===== src/rtl/pes_elevator.sv =====
// pes_elevator: single-car controller for an 8-floor shaft.
// The car moves one floor per clock toward a one-hot target floor.
// Motion stops while a door-timeout or overweight condition is present.
//
// Ports:
//   clk               - clock; all state updates on its rising edge
//   reset             - synchronous, active-high; loads the car position
//   request_floor     - target floor, one-hot (bit 0 = lowest floor)
//   in_current_floor  - initial car position, one-hot; used only during reset
//   over_time         - door held open too long; blocks motion
//   over_weight       - car overloaded; blocks motion
//   out_current_floor - registered car position, one-hot
//   direction         - registered travel direction (1 = up, 0 = down)
//   complete          - registered; the car is at the requested floor
//   door_alert        - registered copy of over_time
//   weight_alert      - registered copy of over_weight
module pes_elevator (
   input  logic       clk,
   input  logic       reset,
   input  logic [7:0] request_floor,
   input  logic [7:0] in_current_floor,
   input  logic       over_time,
   input  logic       over_weight,
   output logic [7:0] out_current_floor,
   output logic       direction,
   output logic       complete,
   output logic       door_alert,
   output logic       weight_alert
);

   typedef enum logic [1:0] {IDLE, UP, DOWN, HALT} state_t;

   state_t     state, state_nxt;
   logic [7:0] pos_nxt;
   logic       dir_nxt;
   logic       cmp_nxt;
   logic       req_valid;
   logic       blocked;

   // A floor bus is valid only when exactly one bit is set.
   function automatic logic is_onehot(input logic [7:0] b);
      return (b != 8'd0) && ((b & (b - 8'd1)) == 8'd0);
   endfunction

   assign req_valid = is_onehot(request_floor);
   assign blocked   = over_time | over_weight;

   always_comb begin
      state_nxt = state;
      pos_nxt   = out_current_floor;
      dir_nxt   = direction;
      cmp_nxt   = 1'b0;
      if (blocked) begin
         state_nxt = HALT;
         cmp_nxt   = req_valid && (out_current_floor == request_floor);
      end else if (!req_valid) begin
         state_nxt = IDLE;
      end else begin
         // With one-hot encoding, unsigned magnitude order matches floor order.
         if (request_floor > out_current_floor) begin
            pos_nxt   = out_current_floor << 1;
            dir_nxt   = 1'b1;
            state_nxt = UP;
         end else if (request_floor < out_current_floor) begin
            pos_nxt   = out_current_floor >> 1;
            dir_nxt   = 1'b0;
            state_nxt = DOWN;
         end else begin
            state_nxt = IDLE;
         end
         // Arrival is flagged on the same edge as the final step.
         cmp_nxt = (pos_nxt == request_floor);
      end
   end

   always_ff @(posedge clk) begin
      if (reset) begin
         out_current_floor <= is_onehot(in_current_floor) ? in_current_floor : 8'b0000_0001;
         direction         <= 1'b0;
         complete          <= 1'b0;
         door_alert        <= 1'b0;
         weight_alert      <= 1'b0;
         state             <= IDLE;
      end else begin
         out_current_floor <= pos_nxt;
         direction         <= dir_nxt;
         complete          <= cmp_nxt;
         door_alert        <= over_time;
         weight_alert      <= over_weight;
         state             <= state_nxt;
      end
   end

endmodule


===== config.mk =====
export PLATFORM = sky130hd
export DESIGN_NAME = pes_elevator
export DESIGN_NICKNAME = d
export VERILOG_FILES = /design/src/rtl/pes_elevator.sv
export SDC_FILE = /design/constraint.sdc
export NUM_CORES = 1
export LEC_CHECK = 0
export CORE_AREA = 2 2 63 50
export DETAILED_ROUTE_END_ITERATION = 8
export DIE_AREA = 0 0 65 52
export PLACE_DENSITY = 0.72
export SLEW_MARGIN = 40
export SYNTH_ARGS = -nofsm -noshare
export SYNTH_HDL_FRONTEND = slang
export SYNTH_SLANG_ARGS = --single-unit

===== constraint.sdc =====
create_clock -name clk -period 4.36 [get_ports clk]
set_clock_uncertainty 0.15 [all_clocks]
set_input_delay 1.308 -clock clk [delete_from_list [all_inputs] [get_ports clk]]
set_output_delay 1.308 -clock clk [all_outputs]
set_load 0.05 [all_outputs]

* Yosys cells after proc, flatten, opt, wreduce, memory -nomap -nowiden *
Cells that the tools add are included.
Widths: inputs -> output; s select.

word-level totals
  register bits after elaboration = 12
  input port bits = 20
  output and inout port bits = 12
  logic and storage cells = 39

cells by class
  $add $sub $neg = 2
  order comparisons = 2
  eq/ne operators = 3
  mux-type cells = 12
  bitwise logic cells = 4
  reductions and logical operators = 11

operators by type and width
  kind                 count
  $mux 8               8
  $and 8x8->8          2
  $eq 8x8->1           2
  $logic_not 8->1      2
  $reduce_bool 8->1    2
  $sub 8x1->8 const B  2
  $gt 8x8->1           1
  $lt 8x8->1           1
  $mux 1               4
  $reduce_bool 2->1    2
  $logic_and 1x1->1    3
  $reduce_and 3->1     1
  $ne 2x2->1 const B   1
  $reduce_and 2->1     1
  $not 1->1            1
  $or 1x1->1           1

* Logic depth before layout (Yosys ltp) *
  depth in word-level cells = 9
  depth in mapped cells = 11
  depth with buffers taken out = 10

* Worst setup path after synthesis *
Ideal clock, no wire load.

  path kind = input -> register
  start point = input port request_floor[5]
  end point = register complete
  library setup time = 0.058 ns
  data arrival time = 3.373 ns
  required time = 4.152 ns
  slack = 0.779 ns
  stages on the path = 9
  buffers on the path = 0
  path through = ha_1 -> a211oi_2 -> nor2_1 -> or2_4 -> nor3_2 -> nor3_1 -> or4b_1 -> nor4_1 -> o21a_1

between the ends
  cells in the longest elaborated chain, start to end = 8
  elaborated cells between the ends (all ways) = 16
  those cells by class = 1 x add/sub; 2 x order compare; 2 x eq/ne; 6 x mux; 1 x bitwise; 4 x reduce/logical

ends and longest elaborated chain
  what                  line  source
  from (decl)           20    input logic [7:0] request_floor,
  $lt 8x8->1            64    end else if (request_floor < out_current_floor) begin
  $mux 8                64
  $mux 8                60    if (request_floor > out_current_floor) begin
  $mux 8                56    end else if (!req_valid) begin
  $mux 8                53    if (blocked) begin
  $eq 8x8->1            72    cmp_nxt = (pos_nxt == request_floor);
  $mux 1                56
  $mux 1 *              53
  to (signal assigned)  87    complete <= cmp_nxt;
  to (decl)             26    output logic complete,

Mark *: on every way between the ends. The rest lies on a longest branch, timed or not. The select of a mux whose other input is x is not followed.
A chain may end at the register's enable or synchronous reset.

* Worst setup path after layout *
  start point = input port request_floor[3]
  end point = register complete

Same word-level chain as after synthesis.

==> summary.md <==
| Metric | Value |
|---|---|
| Number of distinct library cell variants in the gate-level netlist after synthesis | 54 |
| Routed Antenna Nets | 0 |
| Clock latency on the worst-skew pair | 0.24 ns |
| Count of max-cap constraint violations | 0 |
| Total congestion overflow | 0 |
| Post-route core utilization | between 60% and 70% |
| Worst setup path end | complete$_SDFF_PP0_ |
| Post-synthesis average cell area | 8.72 um^2 |
| Crit Reg-Reg Startpoint | out_current_floor[5]$_DFFE_PP_ |
| Required arrival time at the worst endpoint | between 4 and 5 ns |
| Combinational family with the most area after synthesis | compound AO/OA/AOI/OAI gates |
| Syn nets | around 180 |
| Area share of and/or/nand/nor cells after synthesis | approximately 28% |
| Critical-path top delay cell | sky130_fd_sc_hd__clkdlybuf4s50_1 |
| Total count of hold-check failures in the final report | 0 |
| Pre-antenna DRT Iters | 4 |
| Yosys synthesis warning count | 0 |
| Die Height | 52 um |
| Critical path startpoint category | input pin |
| Most prevalent standard cell on the critical path | sky130_fd_sc_hd__nor2_1 |
| Flip-flop cell with the highest count after synthesis | sky130_fd_sc_hd__edfxtp_1 |
| Number of DRC markers after the initial detailed-route iteration | 94 |
| Initial antenna violation count | 0 |
| Count of final setup violators | 0 |
| Fraction of synthesis flops using an asynchronous set or reset pin | 0% |
| Area after detailed placement | 0.00168 mm^2 |
| Gpl congestion | about 0.93 |
| Total routed wirelength | about 3.7 mm |
| Gate count of the mapped netlist | between 100 and 150 |
| Kind of critical path | in2reg |
| Total negative slack | 0 ns |
| R2R depth | 10 |
| Synth Register Bits | 12 |
| Layout cell share with drive strength beyond 1 | 15.5% |
| Nets@finish | 216 |
| Cell Chain, Critical Path | clkdlybuf4s50_1 -> ha_1 -> nand4_1 -> nor2_1 -> nor2_1 -> a221oi_2 -> nor3_1 -> or4b_1 -> nor4_1 -> o21a_1 |
| Clock-pin slew on the worst setup and hold paths | 0.05 ns |
| Placeable core area | approximately 0.0028 mm^2 |
| Vias in the first global route | 1283 |
| Resized cells post-CTS | 0 |
| Post-DR vias/cell | approximately 6.0 |
| Number of remaining DRC errors | 0 |
| DP HPWL | around 3.0 mm |
| Maximum number of pins on one net before global-route repair | 14 |
| Setup repair after global routing missed its margin | no |
| Post-synthesis sequential area ratio | between 20 and 25% |
| Row Count | 17 |
| Number of clock sinks | 12 |
| Average wire per cell in the routed design | 16.6 um |
| Classification of the worst-slack hold path | reg2reg |
| Leakage power figure | approximately 0.63 nW |
| Max H-tree Level | 1 |
| Clock buffer depth | 2 |
| Highest net fanout along the worst path | 4 |
| Power per Cell Area | about 270 mW/mm^2 |
| PortBufs | 31 |
| Inserted Diodes | 0 |
| Adder-cell area share of the yosys netlist | approximately a tenth |
| Post-route minimum period | roughly 4.1 ns |
| Largest voltage drop on the vdd net | approximately 0.16 mV |
| Synthesis-to-layout area growth | 34.3% |
| Number of buffers added to fix hold violations after cts | 0 |
| Delay of the slowest critical-path stage | 0.49 ns |
| Synthesized area | about 0.0013 mm^2 |
| Number of flops mapped to enable cells by yosys | 8 |
| Startpoint of the worst setup timing path | request_floor[3] |
| Outcome | completed |
| Initial core utilization | 46.0% |
| Period utilisation layout | 94.2% |
| XOR/XNOR Fraction of Synth Area | under 10% |
| Slew of the pin with the lowest slew margin | 0.510 ns |
| Max-slew headroom | 65.9% |
| Minimum setup slack among reg-to-reg paths | 1.36 ns |
| Die area | around 0.0034 mm^2 |
| Number of buffers and inverters on the critical path | 1 |
| IO Pins | 32 |
| Setup Fix Bufs, Post-CTS | 0 |
| Max Clock Freq | about 240 MHz |
| Multiplexer fraction of the synthesized cell area | less than 1% |
| Worst setup EP type | flip-flop |
| Total non-filler cell area in the finished layout | roughly 0.0017 mm^2 |
| Number of buffers inserted during clock tree synthesis | 3 |
| Fin cells | approximately 230 |
| Critical path depth in cells | 10 |
| TritonCTS clock tree | done |
| Number of pins exceeding their max-slew limit in the final report | 0 |
| Overall track demand over capacity in global routing | a little under a quarter |
| First-pass GRT wire length | approximately 5.8 mm |
| Post-synthesis compound-gate area fraction | 31.1% |
| Cell class contributing the biggest share of worst-path delay | simple AND/OR/NAND/NOR gates |
| Floorplan die width | approximately 65 um |
| Total placed cells including tap cells | between 200 and 250 |
| Critical path data arrival time | 4.15 ns |
| Total via count after detailed routing | between 1000 and 1500 |
| Library cell used as clock root buffer | sky130_fd_sc_hd__clkbuf_8 |
| End of the worst register-to-register path | complete$_SDFF_PP0_ |
per-stage QoR:
| step | total power [mW] | worst slack (ns) | hold WS (ns) |
|---|---|---|---|
| after floorplan | 0.283 | 0.779 | 0.589 |
| after global placement | 0.350 | 0.150 | 0.357 |
| after detailed placement | 0.356 | 0.105 | 0.364 |
| after CTS | 0.461 | 0.306 | 0.377 |
| after global routing | 0.489 | 0.155 | 0.403 |
| final | 0.464 | 0.252 | 0.369 |
worst register-to-register path, delay by kind of cell, from the launching register on:
kind | cells | cell delay, ns
buffers and inverters | 1 | 0.15
AOI/OAI and AO/OA | 2 | 0.42
adders and majority gates | 1 | 0.29
DFF | 1 | 0.44
and+or+nand+nor | 6 | 1.51
metal layers:
metal | vias up | global-route usage (%) | wire length (um) | part of all wire (%)
li1 | 651 | - | - | -
met1 | 646 | 30.6 | 1680 | 45
met2 | 59 | 40.0 | 1750 | 47
met3 | 5 | 1.95 | 242 | 6.5
met4 | 0 | 6.74 | 44 | 1.2
met5 | - | 0 | 0 | 0
worst min path at each step:
stage	start	to	slack, ns	cells past startpoint
finish	direction$_SDFFE_PP0P_	direction$_SDFFE_PP0P_	0.37	2
global placement	direction$_SDFFE_PP0P_	direction$_SDFFE_PP0P_	0.36	2
floorplan	direction$_SDFFE_PP0P_	direction$_SDFFE_PP0P_	0.59	2
detailed placement	direction$_SDFFE_PP0P_	direction$_SDFFE_PP0P_	0.36	2
global route	direction$_SDFFE_PP0P_	direction$_SDFFE_PP0P_	0.40	2
CTS	direction$_SDFFE_PP0P_	direction$_SDFFE_PP0P_	0.38	2
Yosys cell counts (2+ instances only):
cell type                   n  area, um^2
sky130_fd_sc_hd__o21ai_1    2        10.0
sky130_fd_sc_hd__o211ai_1   2        15.0
sky130_fd_sc_hd__a21oi_1   10        50.1
sky130_fd_sc_hd__edfxtp_1   8         240
sky130_fd_sc_hd__nor2b_1    3        18.8
sky130_fd_sc_hd__inv_1     10        37.5
sky130_fd_sc_hd__or3_1      2        12.5
sky130_fd_sc_hd__nor2_1     7        26.3
sky130_fd_sc_hd__nor2_2     2        12.5
sky130_fd_sc_hd__xnor2_1    3        26.3
sky130_fd_sc_hd__nor4_1     3        18.8
sky130_fd_sc_hd__nand3_1    7        35.0
sky130_fd_sc_hd__and3_1     2        12.5
sky130_fd_sc_hd__o21a_1     4        30.0
sky130_fd_sc_hd__o31ai_1    3        22.5
sky130_fd_sc_hd__and4_2     2        20.0
sky130_fd_sc_hd__maj3_1     2        20.0
sky130_fd_sc_hd__nor3_2     2        20.0
sky130_fd_sc_hd__o21ai_0   12        60.1
sky130_fd_sc_hd__dfxtp_1    4        80.1
sky130_fd_sc_hd__a21oi_2    2        17.5
sky130_fd_sc_hd__nor3_1     8        40.0
sky130_fd_sc_hd__nand2_1    9        33.8
sky130_fd_sc_hd__ha_1       8         100
cell families after synthesis:
group,after synthesis
and+or+nand+nor,58
AOI/OAI and AO/OA,51
buffers and inverters,12
DFF,12
adders and majority gates,10
xor gates and xnor gates,3
muxes,1
sequential cells by signal, indices dropped and copies added (netlist names):
signal and flops:
out_current_floor 8, complete 1, direction 1, weight_alert 1, door_alert 1
area by class of cell:
cell class / count / area (um^2)
repair buffers: 38 / 363
well taps: 38 / 47.5
multi-input cells: 123 / 910
inverters: 10 / 37.5
clock buffers: 4 / 45.0
flip-flops and latches: 12 / 320
fillers: 262 / 1060
report_power, final:
group	total, mW	switching (mW)	internal [mW]
clock network	0.107	0.0424	0.0645
logic	0.214	0.126	0.0888
registers	0.143	0.0100	0.133
total	0.464	0.178	0.286
cells in the final DEF (no fill, tap or decap), types with 2 or more instances in the layout:
cell / instances
sky130_fd_sc_hd__nor2_2: 2
sky130_fd_sc_hd__buf_4: 7
sky130_fd_sc_hd__o21a_1: 4
sky130_fd_sc_hd__clkdlybuf4s50_1: 31
sky130_fd_sc_hd__nor2b_1: 3
sky130_fd_sc_hd__nand2_1: 9
sky130_fd_sc_hd__a21oi_2: 2
sky130_fd_sc_hd__o21ai_0: 12
sky130_fd_sc_hd__ha_1: 8
sky130_fd_sc_hd__and4_2: 2
sky130_fd_sc_hd__maj3_1: 2
sky130_fd_sc_hd__o21ai_1: 2
sky130_fd_sc_hd__clkbuf_8: 3
sky130_fd_sc_hd__a21oi_1: 10
sky130_fd_sc_hd__nor3_2: 2
sky130_fd_sc_hd__edfxtp_1: 8
sky130_fd_sc_hd__o211ai_1: 2
sky130_fd_sc_hd__dfxtp_1: 4
sky130_fd_sc_hd__nor3_1: 8
sky130_fd_sc_hd__or3_1: 2
sky130_fd_sc_hd__nand3_1: 7
sky130_fd_sc_hd__nor4_1: 3
sky130_fd_sc_hd__o31ai_1: 3
sky130_fd_sc_hd__and3_1: 2
sky130_fd_sc_hd__xnor2_1: 3
sky130_fd_sc_hd__nor2_1: 7
sky130_fd_sc_hd__inv_1: 10
No activity file was read; power rests on OpenSTA's default activity.
